<file path="src/rtl/ysyx_23060203_mem_arbiter_pkg.sv">
// Shared memory-interface constants: LD_*/ST_* funct3 codes, requester encoding
// and the two-way round-robin pick used by the data-memory arbiter.
package ysyx_23060203_mem_arbiter_pkg;

    localparam logic [2:0] LD_BS = 3'b000;
    localparam logic [2:0] LD_HS = 3'b001;
    localparam logic [2:0] LD_W  = 3'b010;
    localparam logic [2:0] LD_BU = 3'b100;
    localparam logic [2:0] LD_HU = 3'b101;

    localparam logic [2:0] ST_B  = 3'b000;
    localparam logic [2:0] ST_H  = 3'b001;
    localparam logic [2:0] ST_W  = 3'b010;

    typedef enum logic {
        OWN_IFU = 1'b0,
        OWN_LSU = 1'b1
    } owner_e;

    // On a tie the requester that did not own the previous transaction wins.
    function automatic owner_e rr_pick(input logic ifu_v, input logic lsu_v, input owner_e last);
        owner_e pick;
        if (ifu_v && lsu_v) begin
            pick = (last == OWN_IFU) ? OWN_LSU : OWN_IFU;
        end else if (lsu_v) begin
            pick = OWN_LSU;
        end else begin
            pick = OWN_IFU;
        end
        return pick;
    endfunction

endpackage

</file>
<file path="src/rtl/ysyx_23060203_mem_arbiter.sv">
// Round-robin arbiter sharing one data-memory port between IFU fetches and LSU
// loads/stores; one transaction in flight, IDLE -> ISSUE -> RESP.
module ysyx_23060203_mem_arbiter
    import ysyx_23060203_mem_arbiter_pkg::*;
#(
    parameter int ADDR_W = 32,
    parameter int DATA_W = 32
) (
    input  logic              clk,
    input  logic              rst,

    input  logic              ifu_req_valid,
    output logic              ifu_req_ready,
    input  logic [ADDR_W-1:0] ifu_addr,
    output logic              ifu_resp_valid,
    input  logic              ifu_resp_ready,
    output logic [DATA_W-1:0] ifu_rdata,

    input  logic              lsu_req_valid,
    output logic              lsu_req_ready,
    input  logic              lsu_wen,
    input  logic [2:0]        lsu_func,
    input  logic [ADDR_W-1:0] lsu_addr,
    input  logic [DATA_W-1:0] lsu_wdata,
    output logic              lsu_resp_valid,
    input  logic              lsu_resp_ready,
    output logic [DATA_W-1:0] lsu_rdata,

    output logic              mem_ren,
    output logic [2:0]        mem_rfunc,
    output logic [ADDR_W-1:0] mem_raddr,
    input  logic [DATA_W-1:0] mem_rdata,
    output logic              mem_wen,
    output logic [2:0]        mem_wfunc,
    output logic [ADDR_W-1:0] mem_waddr,
    output logic [DATA_W-1:0] mem_wdata
);

    typedef enum logic [1:0] {
        S_IDLE  = 2'd0,
        S_ISSUE = 2'd1,
        S_RESP  = 2'd2
    } state_e;

    state_e             state_q;
    owner_e             last_owner_q;
    owner_e             owner_q;
    logic               wen_q;
    logic [2:0]         func_q;
    logic [ADDR_W-1:0]  addr_q;
    logic [DATA_W-1:0]  wdata_q;
    logic [DATA_W-1:0]  rdata_q;

    owner_e             grant_s;
    logic               idle_s;
    logic               issue_s;
    logic               resp_s;
    logic               accept_s;
    logic               owner_ready_s;

    // Grant and handshake decode; rst masks every strobe in the reset cycle.
    always_comb begin
        grant_s        = rr_pick(ifu_req_valid, lsu_req_valid, last_owner_q);
        idle_s         = (state_q == S_IDLE)  && !rst;
        issue_s        = (state_q == S_ISSUE) && !rst;
        resp_s         = (state_q == S_RESP)  && !rst;

        ifu_req_ready  = idle_s && ifu_req_valid && (grant_s == OWN_IFU);
        lsu_req_ready  = idle_s && lsu_req_valid && (grant_s == OWN_LSU);
        accept_s       = ifu_req_ready || lsu_req_ready;

        ifu_resp_valid = resp_s && (owner_q == OWN_IFU);
        lsu_resp_valid = resp_s && (owner_q == OWN_LSU);
        ifu_rdata      = (owner_q == OWN_IFU) ? rdata_q : '0;
        lsu_rdata      = (owner_q == OWN_LSU) ? rdata_q : '0;
        owner_ready_s  = (owner_q == OWN_IFU) ? ifu_resp_ready : lsu_resp_ready;

        mem_ren        = issue_s && !wen_q;
        mem_wen        = issue_s &&  wen_q;
        mem_rfunc      = func_q;
        mem_wfunc      = func_q;
        mem_raddr      = addr_q;
        mem_waddr      = addr_q;
        mem_wdata      = wdata_q;
    end

    // Transaction FSM and request latch.
    always_ff @(posedge clk) begin
        if (rst) begin
            state_q      <= S_IDLE;
            last_owner_q <= OWN_LSU;
            owner_q      <= OWN_IFU;
            wen_q        <= 1'b0;
            func_q       <= 3'b000;
            addr_q       <= '0;
            wdata_q      <= '0;
            rdata_q      <= '0;
        end else begin
            case (state_q)
                S_IDLE: begin
                    if (accept_s) begin
                        owner_q      <= grant_s;
                        last_owner_q <= grant_s;
                        if (grant_s == OWN_IFU) begin
                            wen_q   <= 1'b0;
                            func_q  <= LD_W;
                            addr_q  <= ifu_addr;
                            wdata_q <= '0;
                        end else begin
                            wen_q   <= lsu_wen;
                            func_q  <= lsu_func;
                            addr_q  <= lsu_addr;
                            wdata_q <= lsu_wdata;
                        end
                        state_q <= S_ISSUE;
                    end else begin
                        state_q <= S_IDLE;
                    end
                end
                S_ISSUE: begin
                    rdata_q <= wen_q ? '0 : mem_rdata;
                    state_q <= S_RESP;
                end
                S_RESP: begin
                    if (owner_ready_s) begin
                        state_q <= S_IDLE;
                    end else begin
                        state_q <= S_RESP;
                    end
                end
                default: begin
                    state_q <= S_IDLE;
                end
            endcase
        end
    end

endmodule
</file>
<file path="config.mk">
export PLATFORM = sky130hd
export DESIGN_NAME = ysyx_23060203_mem_arbiter
export DESIGN_NICKNAME = d
export VERILOG_FILES = /design/src/rtl/ysyx_23060203_mem_arbiter_pkg.sv /design/src/rtl/ysyx_23060203_mem_arbiter.sv
export SDC_FILE = /design/constraint.sdc
export NUM_CORES = 1
export LEC_CHECK = 0
export ABC_AREA = 1
export BUFFER_PORTS_ARGS = -buffer_cell sky130_fd_sc_hd__buf_2
export CAP_MARGIN = 0
export CORE_AREA = 2 2 121 123
export CTS_CLUSTER_DIAMETER = 200
export DETAILED_ROUTE_END_ITERATION = 6
export DIE_AREA = 0 0 123 125
export PLACE_DENSITY = 0.69
export SYNTH_ARGS = -nofsm -noshare
export SYNTH_HDL_FRONTEND = slang
export SYNTH_SLANG_ARGS = --single-unit
export TNS_END_PERCENT = 20
</file>
<file path="constraint.sdc">
create_clock -name clk -period 1.6 [get_ports clk]
set_input_delay 0.32 -clock clk [delete_from_list [all_inputs] [get_ports clk]]
set_output_delay 0.32 -clock clk [all_outputs]
set_load 0.05 [all_outputs]
</file>
==> results of run 1 <==
-- per-stage QoR --
stage,worst slack (ns),area [um^2],total power [uW]
finish,-0.0361,7520,8240
global route,-0.0951,7520,8640
CTS,-0.0839,7280,8250
detailed placement,0.131,6640,5880
global placement,0.140,6640,5870
floorplan,-0.0609,5150,5310
-- worst reg2reg max path, stage by stage, from the launching register on --
cell	delay, ns
dfxtp_4	0.37
nor2_4	0.17
buf_4	0.13
buf_4	0.09
nand3_2	0.13
buf_12	0.21
nand2_1	0.10
a21oi_1	0.06
-- flip-flops by register name, indices dropped and copies added (netlist names) --
register	cells
owner_q	1
state_q	2
mem_wdata	32
last_owner_q	1
mem_rfunc	3
mem_raddr	32
wen_q	1
rdata_q	32
-- final timing paths --
path / cells after the start / from / endpoint / slack (ns)
setup reg to reg: 7 / state_q[1] / mem_wdata[24] / 0.22
hold / removal: 3 / lsu_func[1] / mem_rfunc[1] / 0.20
setup / recovery: 4 / state_q[1] / mem_ren / -0.04
hold reg to reg: 2 / mem_wdata[21] / mem_wdata[21] / 0.46
-- power breakdown --
part           internal, uW  total, uW  switching, uW
Combinational           798       2980           2180
Clock                  1230       2240           1010
Sequential             2830       3020            193
Total                  4860       8240           3380
-- timing repair --
item                                    4_1_cts  5_1_grt
endpoints found under the setup margin       58       67
buffers inserted                              6        0
gates resized for setup                      97       87
pin swaps                                     3        3
gates cloned                                  1        0
hold buffers                                  0        0
-- layer usage --
| metal | vias to the layer above | GRT usage | share of wire |
|---|---|---|---|
| met3 | 14 | 0.0351 | 0.072 |
| met5 | - | 0 | 0 |
| li1 | 2904 | - | - |
| met4 | 0 | 0.0608 | 0.014 |
| met2 | 231 | 0.352 | 0.50 |
| met1 | 2501 | 0.236 | 0.41 |
-- cell type report --
class	count	area share
Clock buffer	9	0.0300
Clock inverter	6	0.0102
Inverter	108	0.0544
Multi-Input combinational cell	487	0.294
Sequential cell	104	0.278
Tap cell	184	0.0306
Timing Repair Buffer	335	0.302
-- cell usage in the layout (no fill, tap or decap), drive strengths merged --
master / n
nand2: 241
inv: 109
buf: 335
bufinv: 1
dfxtp: 104
a21oi: 35
nand3: 136
o21ai: 32
nor3: 1
nor2: 42
clkbuf: 9
clkinv: 4
-- logic make-up (layout without fill, tap and decap cells) --
logic type / after synthesis / after routing / synth area share
buffers and inverters: 196 / 458 / 0.180
DFF: 104 / 104 / 0.407
and+or+nand+nor: 420 / 420 / 0.348
AOI/OAI and AO/OA: 67 / 67 / 0.0655
==> results.json, run 1 <==
{
  "outcome": "complete, but fails checks",
  "failed_checks": "setup timing",
  "clk_path_buf_depth": 2,
  "crit_type": "reg2out",
  "synth_edf_count": 0,
  "cp.required_ns": 1.28,
  "wire_per_inst_um": 13.1,
  "fin_crit_sh": 1.02,
  "path_buf_inv": 1,
  "clock_latency_ns": 0.35,
  "hold_violations": 0,
  "crit_arrival_ns": 1.32,
  "routed_via_density": 4.58,
  "cts_sinks": 104,
  "diodes": 0,
  "finalSetupViolations": 6,
  "yosysUniqueCellTypes": 18,
  "max_stage_delay_ns": 0.37,
  "path_cells": "nor2_4 > nand2_2 > nor2_4 > buf_6",
  "worst_setup_path_end_kind": "output pin",
  "cts_root_buf": "clkbuf_16",
  "hold_path_class": "in2reg",
  "antenna_left": 0,
  "die_h_um": 125,
  "place_inst": 1212,
  "netlist_instances": 787,
  "start_util": 0.361,
  "power_density_nw_per_um2": 1100,
  "vias": 5650,
  "multi_input_area_um2": 2210,
  "synthFlopType": "dfxtp_1",
  "grt_max_degree": 41,
  "grt_setup_unrepaired": "yes",
  "worst_pin_slew_ns": 0.370,
  "crit_slowest_cell": "dfxtp_4",
  "die_area_um2": 15400,
  "register_area_um2": 2090,
  "layout_setup_ws_ns": -0.0361,
  "yosysTopAreaCell": "dfxtp_1",
  "place_congestion": 0.797,
  "place_hpwl_mm": 11.0,
  "antenna_found_initial": 0,
  "holdWs_ns": 0.203,
  "cp_common_cell": "nor2_4",
  "drc": 0,
  "postLayoutCoreUtil": 0.529,
  "grt_usage": 0.197,
  "drv_slew": 0,
  "grt_pass1_wl_mm": 24.1,
  "synth_top_cells_by_count": "238 x nand2_1, 135 x nand3_1, 105 x inv_1",
  "power_leakage_uw": 0.00418,
  "critPathMaxFanout": 4,
  "fmax_mhz": 611,
  "core_um2": 14200,
  "synth.most_common_cell": "nand2_1",
  "start_kind": "flop",
  "synth_top_area_share": 0.407,
  "num_rows": 44,
  "fillCellCount": 1381,
  "ir_worst_vdd_v": 0.000630,
  "grt_pass1_vias": 4887,
  "cts_tree": "done",
  "yosysSeqAreaShare": 0.407,
  "yosys-top-cells-area": "dfxtp_1 41%, nand2_1 17%, nand3_1 13%",
  "cp_top_family": "simple AND/OR/NAND/NOR gates",
  "maxCapViolations": 0,
  "tns_ns": -0.146,
  "period_needed_ns": 1.64,
  "drive_gt1_frac": 0.382,
  "nets": 1183,
  "routed_wl_mm": 16.2,
  "instances_no_fill": 1233,
  "max_slew_margin": 0.753,
  "grt-ovfl-total": 0,
  "yosysWarnings": 0,
  "synthArstFlopShare": 0,
  "path_clk_slew_ns": 0.07,
  "h-tree-depth": 3,
  "dr.pass1.iters": 4,
  "ys_ff_latch": 104,
  "synth.avg_cell_area_um2": 6.51,
  "drt_iter0_drc": 386,
  "syn_area_um2": 5120,
  "portBuffers": 309,
  "skew_ns": 0.0118,
  "syn-num-nets": 925,
  "cts_buffers": 9,
  "die_w_um": 123,
  "areaGrowthSynthToFinish_pct": 46.8,
  "ios": 310
}
No activity file was read; power rests on OpenSTA's default activity.
==> inputs of run 2 (changes only) <==
--- a/config.mk
+++ b/config.mk
@@ -12,6 +12,7 @@
 export CTS_CLUSTER_DIAMETER = 200
 export DETAILED_ROUTE_END_ITERATION = 6
 export DIE_AREA = 0 0 123 125
+export GPL_ROUTABILITY_DRIVEN = 1
 export PLACE_DENSITY = 0.69
 export SYNTH_ARGS = -nofsm -noshare
 export SYNTH_HDL_FRONTEND = slang
==> constraint.sdc (replaced) <==
create_clock -name clk -period 1.7 [get_ports clk]
set_input_delay 0.34 -clock clk [delete_from_list [all_inputs] [get_ports clk]]
set_output_delay 0.34 -clock clk [all_outputs]
set_load 0.05 [all_outputs]
==> run 2 against run 1 <==
Effect of this change:
- the flow now finishes without violations
- combinational power decreased by 10%
- clock power down 8%
- clock skew is 0.0061 ns lower
- routed wire length decreased by 0.37%
- utilization down 3.3 points
- non-clock buffer count down 7
==> results.json, run 2 (same netlist as run 1, synthesis figures left out) <==
{
  "outcome": "finished clean",
  "start_kind": "flop",
  "skew_ns": 0.00568,
  "worst_pin_slew_ns": 0.400,
  "comb_power_share": 0.353,
  "max_slew_margin": 0.734,
  "power_density_nw_per_um2": 1070,
  "instances_no_fill": 1228,
  "wire_per_inst_um": 13.1,
  "internal-power_uw": 4390,
  "cp.required_ns": 1.36,
  "antenna_left": 0,
  "switching_share": 0.420,
  "crit_type": "reg2out",
  "num_rows": 44,
  "cts_root_buf": "clkbuf_16",
  "power_leakage_uw": 0.00411,
  "cts_tree": "done",
  "cts_buffers": 9,
  "maxCapViolations": 0,
  "period_needed_ns": 1.68,
  "drive_gt1_frac": 0.345,
  "drc": 0,
  "dr.pass1.iters": 7,
  "fmax_mhz": 596,
  "hold_path_class": "in2reg",
  "register_area_um2": 2090,
  "die_area_um2": 15400,
  "drt_iter0_drc": 268,
  "place_congestion": 0.798,
  "vias": 5585,
  "post_cts_buffers": 0,
  "worst_setup_path_end_kind": "output pin",
  "multi_input_area_um2": 2140,
  "grt_usage": 0.195,
  "ir_worst_vdd_v": 0.000607,
  "routed_via_density": 4.55,
  "holdWs_ns": 0.238,
  "portBuffers": 309,
  "h-tree-depth": 3,
  "p_sw_uw": 3180,
  "crit_arrival_ns": 1.34,
  "hold_violations": 0,
  "cts_sinks": 104,
  "drv_slew": 0,
  "seqPwrFrac": 0.376,
  "clock_latency_ns": 0.35,
  "critPathMaxFanout": 22,
  "grt_pass1_wl_mm": 23.8,
  "die_w_um": 123,
  "postLayoutCoreUtil": 0.496,
  "core_um2": 14200,
  "ios": 310,
  "die_h_um": 125,
  "areaGrowthSynthToFinish_pct": 37.6,
  "finalSetupViolations": 0,
  "start_util": 0.361,
  "place_hpwl_mm": 11.4,
  "path_clk_slew_ns": 0.08,
  "final_cell_mix": "265 x buf_2, 237 x nand2_1, 134 x nand3_1",
  "fin_crit_sh": 0.987,
  "fillCellCount": 1465,
  "final_common_cell": "buf_2",
  "routed_wl_mm": 16.1,
  "antenna_found_initial": 1,
  "grt-ovfl-total": 0,
  "grt_setup_unrepaired": "yes",
  "nets": 1176,
  "pwr-share-clk": 0.271,
  "place_inst": 1210,
  "grt_pass1_vias": 4701,
  "grt_max_degree": 45,
  "clk_path_buf_depth": 2
}
[run 2: changes by cell type in the layout (fill, tap and decap cells not counted), sizes merged]
cell and delta:
diode +1, bufinv -1, inv +1, buf -16, clkbuf +10
[run 2: path summary, 6_finish.rpt]
kind            startpoint            end  slack, ns  cells past startpoint
max reg2reg     state_q[0]          wen_q       0.37                      5
min reg2reg  mem_wdata[26]  mem_wdata[26]       0.46                      2
min            lsu_func[1]   mem_rfunc[1]       0.24                      3
max                owner_q  ifu_rdata[14]       0.02                      3
[run 2: final cells by class]
type	count	share of cell area
multi-input combinational	487	0.304
sequential	104	0.296
timing repair buffer	328	0.267
inverter	108	0.0577
clock buffer	10	0.0339
tap	184	0.0327
clock inverter	6	0.00852
antenna	1	0.000355
[run 2: what timing repair did]
item,CTS,global route
pin swaps,1,0
endpoints found under the setup margin,34,43
gates cloned,0,1
resized for setup,38,15
hold buffers,0,0
[run 2: per-layer routing]
metal	vias up	global-route usage	share of wire
met5	-	0	0
met4	0	0.0856	0.022
met3	24	0.0379	0.080
met2	248	0.323	0.48
met1	2424	0.244	0.42
li1	2889	-	-
[run 2: metrics by stage]
stage / cell area [um^2] / setup slack, ns / power (uW) / setup TNS (ns)
after floorplan: 5130 / -0.169 / 4990 / -0.429
after global placement: 6580 / 0.186 / 5520 / 0
after detailed placement: 6580 / 0.165 / 5530 / 0
after CTS: 6980 / 0.0102 / 7610 / 0
after global routing: 7050 / -0.0545 / 7930 / -0.102
final: 7050 / 0.0228 / 7570 / 0
[run 2: power by group through the flow]
stage | registers (uW) | logic (uW) | clock network (uW)
global route | 2880 | 2840 | 2220
global placement | 2890 | 2620 | 0
finish | 2850 | 2670 | 2050
detailed placement | 2900 | 2630 | 0
floorplan | 3410 | 1580 | 0
CTS | 2840 | 2660 | 2110
[run 2: worst max-delay path, cell delays in order, from the launching register on]
cell       delay [ns]
dfxtp_4          0.40
clkbuf_16        0.20
nor2_1           0.20
buf_6            0.19
==> inputs of run 3 (changes only) <==
--- a/config.mk
+++ b/config.mk
@@ -8,12 +8,13 @@
 export ABC_AREA = 1
 export BUFFER_PORTS_ARGS = -buffer_cell sky130_fd_sc_hd__buf_2
 export CAP_MARGIN = 0
-export CORE_AREA = 2 2 121 123
+export CORE_AREA = 2 2 122 124
 export CTS_CLUSTER_DIAMETER = 200
 export DETAILED_ROUTE_END_ITERATION = 6
-export DIE_AREA = 0 0 123 125
+export DIE_AREA = 0 0 124 126
 export GPL_ROUTABILITY_DRIVEN = 1
-export PLACE_DENSITY = 0.69
+export PLACE_DENSITY = 0.71
+export RECOVER_POWER = 100
 export SYNTH_ARGS = -nofsm -noshare
 export SYNTH_HDL_FRONTEND = slang
 export SYNTH_SLANG_ARGS = --single-unit
==> constraint.sdc (replaced) <==
create_clock -name clk -period 1.4 [get_ports clk]
set_input_delay 0.28 -clock clk [delete_from_list [all_inputs] [get_ports clk]]
set_output_delay 0.28 -clock clk [all_outputs]
set_load 0.05 [all_outputs]
==> run 3 against run 2 <==
Effect of this change:
- the flow now finishes with violations (setup timing)
- flip-flop and latch count is the same
- via count grew 5.2%
- hold slack lost 0.073 ns
- largest cell class is now buffers
==> results.json, run 3 (same netlist as run 1, synthesis figures left out) <==
{
  "outcome": "complete, but fails checks",
  "failed_checks": "setup timing",
  "layout_setup_ws_ns": -0.229,
  "reg2reg_depth": 7,
  "worst_pin_slew_ns": 0.407,
  "core_um2": 14300,
  "period_needed_ns": 1.63,
  "power_density_nw_per_um2": 1210,
  "routed_via_density": 4.71,
  "ios": 310,
  "min_to": "mem_rfunc[1]",
  "power_leakage_uw": 0.00427,
  "hold_violations": 0,
  "worst_setup_path_end_kind": "output pin",
  "r2r-end": "mem_wdata[6]",
  "stdcell_area_um2": 7920,
  "finalSetupViolations": 70,
  "cts_buffers": 9,
  "post_dp_cell_area_um2": 6840,
  "place_inst": 1223,
  "start_kind": "flop",
  "cts_tree": "done",
  "maxCapViolations": 0,
  "cts_root_buf": "clkbuf_16",
  "crit_type": "reg2out",
  "drc": 0,
  "grt_max_degree": 39,
  "max_slew_margin": 0.728,
  "die_w_um": 124,
  "drv_slew": 0,
  "wire_per_inst_um": 13.9,
  "r2r-start": "state_q[1]",
  "crit_arrival_ns": 1.35,
  "critPathMaxFanout": 12,
  "nets": 1195,
  "clk_path_buf_depth": 2,
  "instances_no_fill": 1246,
  "path_clk_slew_ns": 0.07,
  "cp.required_ns": 1.12,
  "drt_iter0_drc": 343,
  "antenna_found_initial": 1,
  "final_cell_mix": "239 x buf_2, 233 x nand2_1, 133 x nand3_1",
  "min-delay-start": "lsu_func[1]",
  "drive_gt1_frac": 0.410,
  "diodes": 0,
  "portBuffers": 309,
  "vias": 5874,
  "place_congestion": 0.805,
  "num_rows": 44,
  "antenna_left": 0,
  "skew_ns": 0.00711,
  "clock_latency_ns": 0.34,
  "die_h_um": 126,
  "fmax_mhz": 614,
  "die_area_um2": 15600,
  "ir_worst_vdd_v": 0.000788,
  "place_hpwl_mm": 11.5,
  "postLayoutCoreUtil": 0.553,
  "grt-ovfl-total": 0,
  "hold_path_class": "in2reg",
  "r2r_slack_ns": 0.01,
  "cts_sinks": 104,
  "fin_crit_sh": 1.16,
  "tns_ns": -9.21,
  "min_path_cells": 3,
  "areaGrowthSynthToFinish_pct": 54.7,
  "grt_pass1_wl_mm": 25.5,
  "grt_usage": 0.205,
  "grt_setup_unrepaired": "yes",
  "routed_wl_mm": 17.3,
  "start_util": 0.358,
  "grt_pass1_vias": 5321,
  "h-tree-depth": 3,
  "dr.pass1.iters": 5,
  "final_common_cell": "buf_2"
}
[run 3: how the worst max path moves through the flow]
stage | from | end | slack, ns | cells past startpoint
finish | owner_q | ifu_rdata[7] | -0.23 | 4
global route | owner_q | ifu_rdata[7] | -0.26 | 4
CTS | state_q[1] | ifu_req_ready | -0.25 | 4
detailed placement | rst | mem_wen | 0.04 | 5
global placement | state_q[1] | mem_raddr[23] | 0.04 | 7
floorplan | rst | ifu_resp_valid | -0.12 | 4
[run 3: layout make-up]
type,instances,area (um^2)
tap,184,230
fill,1352,6390
multi-input combinational,487,2350
timing repair buffer,347,2550
inverter,108,409
sequential,104,2090
clock buffer,9,225
clock inverter,7,66.3
[run 3: routing by layer]
metal	track usage	share of wire
met5	0	0
met4	0.0892	0.030
met3	0.0349	0.073
met2	0.361	0.50
met1	0.242	0.40
[run 3: critical path, cell delays in order, from the launching register on]
cell       delay (ns)
dfxtp_4          0.37
buf_12           0.15
clkbuf_16        0.18
nor2_2           0.13
buf_6            0.17
[run 3: metrics by stage]
step | power, uW | hold slack, ns | worst slack, ns
2_1_floorplan | 6120 | 0.415 | -0.121
3_3_place_gp | 6820 | 0.449 | 0.0360
3_5_place_dp | 6840 | 0.452 | 0.0368
4_1_cts | 9500 | 0.149 | -0.248
5_1_grt | 10000 | 0.181 | -0.263
6_report | 9560 | 0.165 | -0.229
[run 3: report_power, final]
group | internal (uW) | leakage [uW] | switching [uW]
sequential | 3230 | 0.000856 | 223
clock | 1240 | 0.000141 | 1210
combinational | 1050 | 0.00327 | 2580
[run 3: repair_timing]
item                                    in CTS  in global routing
gates cloned                                 1                  2
resized for setup                          157                 63
pin swaps                                    6                  8
buffers inserted                             1                  3
endpoints found under the setup margin      70                 98
hold buffers                                 0                  0
